### src/rtl/edge_pkg.sv
// Shared types for the edge-detector window controller: FSM state encoding and position width.
package edge_pkg;

  localparam int POS_W = 16;

  typedef enum logic [2:0] {
    ST_IDLE  = 3'd0,
    ST_REQ   = 3'd1,
    ST_WRITE = 3'd2,
    ST_WIN   = 3'd3,
    ST_DONE  = 3'd4
  } state_t;

endpackage

### src/rtl/edge_pos_counter.sv
// Column/row position tracker for the frame walk, with last-word and window-eligible flags.
module edge_pos_counter
  import edge_pkg::*;
#(
  parameter int WIDTH_WORDS = 160,
  parameter int HEIGHT      = 480
) (
  input  logic             clk,
  input  logic             rst_n,
  input  logic             clear,
  input  logic             advance,
  output logic [POS_W-1:0] col,
  output logic [POS_W-1:0] row,
  output logic             last_word,
  output logic             win_eligible
);

  logic [POS_W-1:0] col_r;
  logic [POS_W-1:0] row_r;

  // Position registers: column wraps at end of line and bumps the row.
  always_ff @(posedge clk) begin
    if (!rst_n) begin
      col_r <= {POS_W{1'b0}};
      row_r <= {POS_W{1'b0}};
    end else if (clear) begin
      col_r <= {POS_W{1'b0}};
      row_r <= {POS_W{1'b0}};
    end else if (advance) begin
      if (col_r == POS_W'(WIDTH_WORDS - 1)) begin
        col_r <= {POS_W{1'b0}};
        row_r <= row_r + POS_W'(1);
      end else begin
        col_r <= col_r + POS_W'(1);
      end
    end else begin
      col_r <= col_r;
      row_r <= row_r;
    end
  end

  assign col          = col_r;
  assign row          = row_r;
  assign last_word    = (col_r == POS_W'(WIDTH_WORDS - 1)) && (row_r == POS_W'(HEIGHT - 1));
  // Column 0 pairs with the previous line's last word, so it never forms a window.
  assign win_eligible = (row_r >= POS_W'(2)) && (col_r >= POS_W'(1));

endmodule

### src/rtl/edge_window_controller.sv
// Fetches a frame into the line-buffer datapath and flags valid 3-row windows for the Sobel stage.
// Optional STALL_COUNT_EN adds a saturating stall_cycles counter output.
module edge_window_controller
  import edge_pkg::*;
#(
  parameter int WIDTH_WORDS = 160,
  parameter int HEIGHT      = 480,
  parameter int ADDR_W      = 18,
  parameter int DATA_W      = 32
) (
  input  logic              clk,
  input  logic              rst_n,
  input  logic              start,
  input  logic [ADDR_W-1:0] base_addr,
  output logic              busy,
  output logic              done,
  output logic              mem_req,
  output logic [ADDR_W-1:0] mem_addr,
  input  logic              mem_ack,
  input  logic [DATA_W-1:0] mem_rdata,
  output logic              dp_write_en,
  output logic [DATA_W-1:0] dp_data_in,
  output logic              win_valid,
  output logic [15:0]       win_x,
  output logic [15:0]       win_y,
  input  logic              win_ready
`ifdef STALL_COUNT_EN
  ,
  output logic [15:0]       stall_cycles
`endif
);

  state_t            state_r;
  logic              busy_r;
  logic              done_r;
  logic              mem_req_r;
  logic [ADDR_W-1:0] addr_ptr_r;
  logic              dp_write_en_r;
  logic [DATA_W-1:0] dp_data_r;
  logic              win_valid_r;
  logic [15:0]       win_x_r;
  logic [15:0]       win_y_r;

  logic [POS_W-1:0]  col_s;
  logic [POS_W-1:0]  row_s;
  logic              last_word_s;
  logic              win_eligible_s;
  logic              clear_s;
  logic              advance_s;

  assign clear_s   = (state_r == ST_IDLE) && start;
  assign advance_s = ((state_r == ST_WRITE) && !win_eligible_s && !last_word_s) ||
                     ((state_r == ST_WIN) && win_ready && !last_word_s);

  edge_pos_counter #(
    .WIDTH_WORDS (WIDTH_WORDS),
    .HEIGHT      (HEIGHT)
  ) u_pos (
    .clk          (clk),
    .rst_n        (rst_n),
    .clear        (clear_s),
    .advance      (advance_s),
    .col          (col_s),
    .row          (row_s),
    .last_word    (last_word_s),
    .win_eligible (win_eligible_s)
  );

  // Frame sequencer; the address is a running word pointer that tracks the position counter.
  always_ff @(posedge clk) begin
    if (!rst_n) begin
      state_r       <= ST_IDLE;
      busy_r        <= 1'b0;
      done_r        <= 1'b0;
      mem_req_r     <= 1'b0;
      addr_ptr_r    <= {ADDR_W{1'b0}};
      dp_write_en_r <= 1'b0;
      dp_data_r     <= {DATA_W{1'b0}};
      win_valid_r   <= 1'b0;
      win_x_r       <= 16'd0;
      win_y_r       <= 16'd0;
    end else begin
      case (state_r)
        ST_IDLE: begin
          done_r <= 1'b0;
          if (start) begin
            addr_ptr_r <= base_addr;
            busy_r     <= 1'b1;
            mem_req_r  <= 1'b1;
            state_r    <= ST_REQ;
          end else begin
            state_r <= ST_IDLE;
          end
        end
        ST_REQ: begin
          if (mem_ack) begin
            dp_data_r     <= mem_rdata;
            dp_write_en_r <= 1'b1;
            mem_req_r     <= 1'b0;
            state_r       <= ST_WRITE;
          end else begin
            state_r <= ST_REQ;
          end
        end
        ST_WRITE: begin
          dp_write_en_r <= 1'b0;
          if (win_eligible_s) begin
            win_valid_r <= 1'b1;
            win_x_r     <= col_s - POS_W'(1);
            win_y_r     <= row_s - POS_W'(2);
            state_r     <= ST_WIN;
          end else if (last_word_s) begin
            done_r  <= 1'b1;
            busy_r  <= 1'b0;
            state_r <= ST_DONE;
          end else begin
            addr_ptr_r <= addr_ptr_r + ADDR_W'(1);
            mem_req_r  <= 1'b1;
            state_r    <= ST_REQ;
          end
        end
        ST_WIN: begin
          if (win_ready) begin
            win_valid_r <= 1'b0;
            if (last_word_s) begin
              done_r  <= 1'b1;
              busy_r  <= 1'b0;
              state_r <= ST_DONE;
            end else begin
              addr_ptr_r <= addr_ptr_r + ADDR_W'(1);
              mem_req_r  <= 1'b1;
              state_r    <= ST_REQ;
            end
          end else begin
            state_r <= ST_WIN;
          end
        end
        ST_DONE: begin
          done_r  <= 1'b0;
          state_r <= ST_IDLE;
        end
        default: begin
          state_r       <= ST_IDLE;
          busy_r        <= 1'b0;
          done_r        <= 1'b0;
          mem_req_r     <= 1'b0;
          dp_write_en_r <= 1'b0;
          win_valid_r   <= 1'b0;
        end
      endcase
    end
  end

  assign busy        = busy_r;
  assign done        = done_r;
  assign mem_req     = mem_req_r;
  assign mem_addr    = addr_ptr_r;
  assign dp_write_en = dp_write_en_r;
  assign dp_data_in  = dp_data_r;
  assign win_valid   = win_valid_r;
  assign win_x       = win_x_r;
  assign win_y       = win_y_r;

`ifdef STALL_COUNT_EN
  logic [15:0] stall_cnt_r;

  // Saturating count of cycles lost to memory wait or Sobel back-pressure.
  always_ff @(posedge clk) begin
    if (!rst_n) begin
      stall_cnt_r <= 16'd0;
    end else if (clear_s) begin
      stall_cnt_r <= 16'd0;
    end else if ((((state_r == ST_REQ) && !mem_ack) || ((state_r == ST_WIN) && !win_ready)) &&
                 (stall_cnt_r != 16'hFFFF)) begin
      stall_cnt_r <= stall_cnt_r + 16'd1;
    end else begin
      stall_cnt_r <= stall_cnt_r;
    end
  end

  assign stall_cycles = stall_cnt_r;
`endif

endmodule

### config.mk
export PLATFORM = sky130hd
export DESIGN_NAME = edge_window_controller
export DESIGN_NICKNAME = d
export VERILOG_FILES = /design/src/rtl/edge_pkg.sv /design/src/rtl/edge_pos_counter.sv /design/src/rtl/edge_window_controller.sv
export SDC_FILE = /design/constraint.sdc
export NUM_CORES = 1
export LEC_CHECK = 0
export CORE_UTILIZATION = 50
export DETAILED_ROUTE_END_ITERATION = 10
export PLACE_DENSITY_LB_ADDON = 0.12
export SYNTH_ARGS = -nofsm -noshare
export SYNTH_HDL_FRONTEND = slang
export SYNTH_SLANG_ARGS = --single-unit
### constraint.sdc
create_clock -name clk -period 3 [get_ports clk]
set_clock_uncertainty 0.2 [all_clocks]
set_input_delay 0.6 -clock clk [delete_from_list [all_inputs] [get_ports clk]]
set_output_delay 0.6 -clock clk [all_outputs]
set_load 0.005 [all_outputs]
Yosys cells after proc, flatten, opt, wreduce, memory -nomap -nowiden
Cells that the tools add are included.
Storage, ports and cells
  memories kept: 0
  bits in writable memories: 0
  bits in latches: 0
  bits in read-only memories: 0
  register bits after elaboration: 122
  bits of input ports: 55
  output and inout port bits: 87
Operators by class
  multiplexer cells: 31
  multipliers: 0
  div/mod/pow operators: 0
  add/subtract/negate cells: 5
  magnitude comparators: 2
  equality and inequality tests: 11
  shifts and indexed selects: 0
  reduce and logical (&&, ||, !) cells: 25
  bitwise operators: 6
Operators by type and width (number)
  two-way mux 18 bit: 4
  one-hot mux 18 bit (3 select lines): 1
  adder 16 x 1 -> 16 bit (second input constant): 2
  adder 18 x 1 -> 18 bit (second input constant): 1
  equality test 16 x 8 -> 1 bit (second input constant): 1
  equality test 16 x 9 -> 1 bit (second input constant): 1
  >= comparator 16 x 1 -> 1 bit (second input constant): 1
  >= comparator 16 x 2 -> 1 bit (second input constant): 1
  two-way mux 16 bit: 1
  subtractor 16 x 1 -> 16 bit (second input constant): 1
  subtractor 16 x 2 -> 16 bit (second input constant): 1
  two-way mux 1 bit: 15
  one-hot mux 3 bit (4 select lines): 1
  != test 2 bit (second input constant): 5
  two-way mux 3 bit: 3
  AND reduction 2 bit: 4
  AND reduction 4 bit: 2
  logical AND 1 bit: 7
  equality test 3 x 2 -> 1 bit (second input constant): 2
  inverter 1 bit: 6
  one-hot mux 1 bit (3 select lines): 2
  AND reduction 3 bit: 2
  OR reduction 3 bit: 2
  one-hot mux 1 bit (5 select lines): 1
  11 further kinds: 13

Depth between registers and ports, before layout
Gate-level depths: netlist of run 1.
  depth after elaboration: 7
  gate-level depth with buffers: 11

Modules after synthesis
Synthesis of run 1 repeated with hierarchy kept, for this count alone.
Unflattened totals
  cell total of the unflattened synthesis: 739
  area total of the unflattened synthesis: 5909.4 sq um
By module, submodules not included
  edge_window_controller: area each 4209.0 sq um, instances 1, seq. area each 1801.7 sq um, cells an instance 532
  edge_pos_counter: area each 1700.4 sq um, instances 1, seq. area each 640.6 sq um, cells an instance 207

Worst setup path before layout of run 1
Ideal clock, no wire load.
  path kind: register to register
  start point: reg u_pos.col_r[0] (netlist: u_pos.col[0])
  end point: reg addr_ptr_r[16] (netlist: mem_addr[16])
  buffers on the path: 2
  stages on the path, launching flop included: 11
  arrival time: 2.159 ns
  slack: 0.526 ns
  cells stage by stage: dfxtp_1 > inv_1 > ha_1 > nor4b_1 > a41oi_1 > o211a_1 > buf_6 > a21o_1 > buf_2 > o311a_1 > a31o_1
Between the ends
  longest elaborated chain between the ends: 5
  elaborated cells on any way between the ends: 10
  classes of those cells: order compare (1); eq/ne (2); mux (4); reduce/logical (3)
Ends and longest elaborated chain
  start: declaration: RTL line edge_pos_counter.sv:18  | logic [POS_W-1:0] col_r;
  start signal: assignment: RTL line edge_pos_counter.sv:24  | col_r <= {POS_W{1'b0}};
  start signal: assignment: RTL line edge_pos_counter.sv:27  | col_r <= {POS_W{1'b0}};
  start signal: assignment: RTL line edge_pos_counter.sv:31  | col_r <= {POS_W{1'b0}};
  branches (longest 5 deep; another with >= comparator 16 x 1 -> 1 bit)
  end signal: assignment: RTL line edge_window_controller.sv:76  | addr_ptr_r <= {ADDR_W{1'b0}};
  end signal: assignment: RTL line edge_window_controller.sv:87  | addr_ptr_r <= base_addr;
  end signal: assignment: RTL line edge_window_controller.sv:117  | addr_ptr_r <= addr_ptr_r + ADDR_W'(1);
  end: declaration: RTL line edge_window_controller.sv:37  | logic [ADDR_W-1:0] addr_ptr_r;
Parallel ways; which one is timed is not known. The select of a mux whose other input is x is not followed.
A chain may end at the register's enable or synchronous reset.

Final worst setup path of run 1
  start point: reg u_pos.col_r[0] (netlist: u_pos.col[0])
  end point: reg addr_ptr_r[13] (netlist: mem_addr[13])
The elaborated chain is that of the path after synthesis.

==> impl_metrics.tcl, run 1 <==
set metrics [dict create \
    flow.area_growth_from_synthesis_pct 35.94 \
    synthesis.nets 798 \
    result_of_the_run "complete, no violations" \
    diodes 0 \
    num_vias 5844 \
    area_taken_by_flip_flops_and_latches_sq_um 2442 \
    static-leakage-power_uw 0.002842 \
    grt_first_pass_wirelength_mm 24.86 \
    clockBufferDepth 2 \
    core.rowCount 39 \
    vdd_ir_drop_max_mv 0.3260 \
    clkTransAtPathRegs_ns 0.06 \
    drc_errors 0 \
    nets 921 \
    cp_slowest_cell "dfxtp_1" \
    timing.critical_path.max_delay_family "compound AO/OA/AOI/OAI gates" \
    synth-edff-count 0 \
    clock_insertion_delay_worst_skew_ns 0.42 \
    die_x_microns 110.2 \
    final_design_area_no_fill_sq_um 7950 \
    cts_htree_levels 4 \
    number_of_global_route_vias_before_repair 5222 \
    grt_use_total 0.2651 \
    first_iter_violations 460 \
    finalHoldViolCount 0 \
    cp_num_buf_inv 2 \
    worst_setup_path_start_kind "flop" \
    yosys.area_share.simple 0.2608 \
    crit_fanout 9 \
    yosys.area_share.adder 0.01712 \
    post_route_cells_drive_above_1_share 0.08037 \
    synth.area.mux_share 0.001712 \
    yosys.area_share.xor_xnor 0.05392 \
    crit_path_cell_trace "inv_1 > ha_1 > nor4b_1 > a41oi_1 > o211a_2 > a21o_1 > buf_4 > o311ai_0 > o31ai_1" \
    max_stage_delay_ns 0.40 \
    dp_hpwl_mm 11.10 \
    synth_compound_area_frac 0.1962 \
    max_slew_violation_total_from_the_final_report 0 \
    final.fill_count 913 \
    max_clock_freq_mhz 349.1 \
    synthCells 735 \
    fin_tns_setup_ns 0 \
    fin_crit_sh 0.9549 \
    route.detailed.vias_per_inst 5.763 \
    pwr_per_cell_area_nw_per_um2 521.5 \
    synth.yosys.seq_area_share 0.4176 \
    main_combinational_cell_family_by_area_after_synthesis "simple AND/OR/NAND/NOR gates" \
    cts.root.buffer_cell "clkbuf_16" \
    floorplan.die_area_sq_um 12130 \
    mappedNetlistArea_sq_um 5848 \
    global_route_congestion_overflow_total 0 \
    number_of_warning_messages_in_the_yosys_log 0 \
    buffer_ports.inserted 141 \
    placed_area_sq_um 7335 \
    yosys.cell_types.count 57 \
    antenna_violations_before_repair 0 \
    synth.avg_cell_area_sq_um 7.957 \
    timing.max_slew.rel_slack 0.5846 \
    min_period_ns 2.865 \
    type_of_the_worst_setup_path "reg -> reg" \
    drtAntennaViolNets 0 \
    grt_start_max_net_pins 50 \
    max_cap_violations 0 \
    fraction_of_synthesis_flops_using_an_asynchronous_set_or_reset_pin 0 \
    cts_hold_buffers 0 \
    critPathArrivalTime_ns 2.94 \
    pin_count 142 \
    rsz_0062_raised_after_global_routing "no" \
    crit_required_ns 3.08 \
    cts_tree "built" \
    timing_worst_slew_pin_value_ns 0.6221 \
    postSynth.topFlopCell "dfxtp_1" \
    timing.hold.worst.class "reg -> reg" \
    synth.ff_latch_count 122 \
    multi_input_logic_area_sq_um 3098 \
    setup_viol 0 \
    route.detailed.wl_per_inst_microns 16.01 \
    gp_routability_congestion 0.9566 \
    first_pass_iters 5 \
    worstSetupEndpointType "flop" \
    clock_sinks 122 \
    core-area_sq_um 11420 \
    route.final.wire_length_mm 16.24 \
    cts_inserted_buffers 17 \
    initial_core_util 0.5122 \
    floorplan_die_height_microns 110.2 \
]
==> sequential cells by signal (all words and copies together), names as in the netlist <==
register	flops
win_x	16
mem_req	1
dp_write_en	1
u_pos.col	16
win_valid	1
dp_data_in	32
state_r	3
done	1
mem_addr	18
u_pos.row	16
win_y	16
busy	1
==> through the flow <==
step	total power [uW]	cells	worst slack, ns	utilization	hold WS (ns)
global placement	2103	980	0.2871	0.6423	0.2420
global route	4296	1014	0.0009395	0.6963	0.2759
detailed placement	2111	980	0.1825	0.6423	0.2478
finish	4146	1014	0.1354	0.6963	0.2528
floorplan	1900	735	0.5258	-	0.2527
CTS	4168	1012	0.1624	0.6949	0.2564
==> area by class of cell <==
type / count / area share
clock buffers: 17 / 0.05351
repair buffers: 161 / 0.1980
well taps: 143 / 0.02251
multi-input cells: 541 / 0.3897
flip-flops and latches: 122 / 0.3072
clock inverters: 15 / 0.02203
inverters: 15 / 0.007082
==> per-layer routing <==
layer	vias up	routed length (microns)	track usage
li1	2860	-	-
met1	2716	6946	0.3352
met2	238	7778	0.4357
met3	30	1175	0.06761
met4	0	334	0.09774
met5	-	0	0
==> cells in the mapped netlist, types with 4 or more instances <==
| library cell | instances | area [sq um] |
|---|---|---|
| xnor2_1 | 19 | 166.4 |
| nand4_1 | 15 | 93.84 |
| nand2_1 | 122 | 457.9 |
| nor2_1 | 74 | 277.8 |
| dfxtp_1 | 122 | 2442 |
| xor2_1 | 17 | 148.9 |
| a311oi_1 | 5 | 43.79 |
| o311ai_0 | 4 | 35.03 |
| a21oi_1 | 69 | 345.3 |
| and4_1 | 8 | 70.07 |
| or3_1 | 13 | 81.33 |
| or4_1 | 5 | 37.54 |
| nand3_1 | 20 | 100.1 |
| nor3_1 | 24 | 120.1 |
| a31oi_1 | 4 | 25.02 |
| o31ai_1 | 15 | 112.6 |
| inv_1 | 14 | 52.55 |
| clkbuf_1 | 35 | 131.4 |
| and2_1 | 5 | 31.28 |
| o21ai_0 | 25 | 125.1 |
| buf_2 | 18 | 90.09 |
| nor4_1 | 7 | 43.79 |
| a211oi_1 | 33 | 247.7 |
| o32ai_1 | 4 | 35.03 |
| ha_1 | 8 | 100.1 |
| and3_1 | 5 | 31.28 |
==> power by group <==
part / leakage, uW / internal, uW / switching (uW)
clock network: 0.000285 / 1300 / 760
registers: 0.000989 / 1670 / 43.7
logic: 0.00157 / 202 / 170
total: 0.00284 / 3170 / 974
==> placed cells by master, fill, tap and decap left out, types with 3 or more instances in the layout <==
cell type,instances
nor2_1,74
and4_1,8
nand2_1,122
nor3b_1,3
and3_1,5
o21ai_0,25
nand4_1,15
xor2_1,17
o32ai_1,4
clkbuf_16,17
a21oi_1,69
dfxtp_1,122
a311oi_1,5
clkdlybuf4s50_1,141
inv_1,14
o311ai_0,4
xnor2_1,19
nor4_1,7
ha_1,8
or3_1,13
a211oi_1,33
o22ai_1,3
bufinv_16,3
a31oi_1,4
or2_2,3
buf_4,19
nor3_1,24
nand2b_1,3
nand3_1,20
clkinvlp_4,4
clkinv_2,4
or4_1,5
o31ai_1,15
and2_1,5
==> path summary, 6_finish.rpt <==
kind | startpoint | endpoint | slack [ns] | cells after the start
setup reg to reg | u_pos.col[0] | mem_addr[13] | 0.14 | 9
hold reg to reg | dp_data_in[13] | dp_data_in[13] | 0.25 | 2
hold / removal | dp_data_in[13] | dp_data_in[13] | 0.25 | 2
setup / recovery | u_pos.col[0] | mem_addr[13] | 0.14 | 9
==> logic make-up after synthesis <==
group,count (synthesis)
buffers and inverters,72
AO/OA/AOI/OAI,179
multiplexers,1
XOR/XNOR,36
adder cells (fa/ha/maj),8
flip-flops,122
AND/OR/NAND/NOR,317
==> worst register-to-register path, stage by stage (launching register included) <==
cell      delay [ns]
dfxtp_1         0.40
inv_1           0.11
ha_1            0.21
nor4b_1         0.35
a41oi_1         0.24
o211a_2         0.24
a21o_1          0.29
buf_4           0.21
o311ai_0        0.35
o31ai_1         0.12
==> timing repair <==
| action | in CTS | in global routing |
|---|---|---|
| gates resized for setup | 0 | 0 |
| setup endpoints to repair | 0 | 3 |
| buffers inserted | 0 | 2 |
Note: power is estimated with default switching activity, not from simulation.
==> run 2: changes to the inputs <==
Settings changed: SKIP_CTS_REPAIR_TIMING from default to 1.
==> results of run 2 <==
The final DEF is identical to that of run 1; final timing and power are the same.
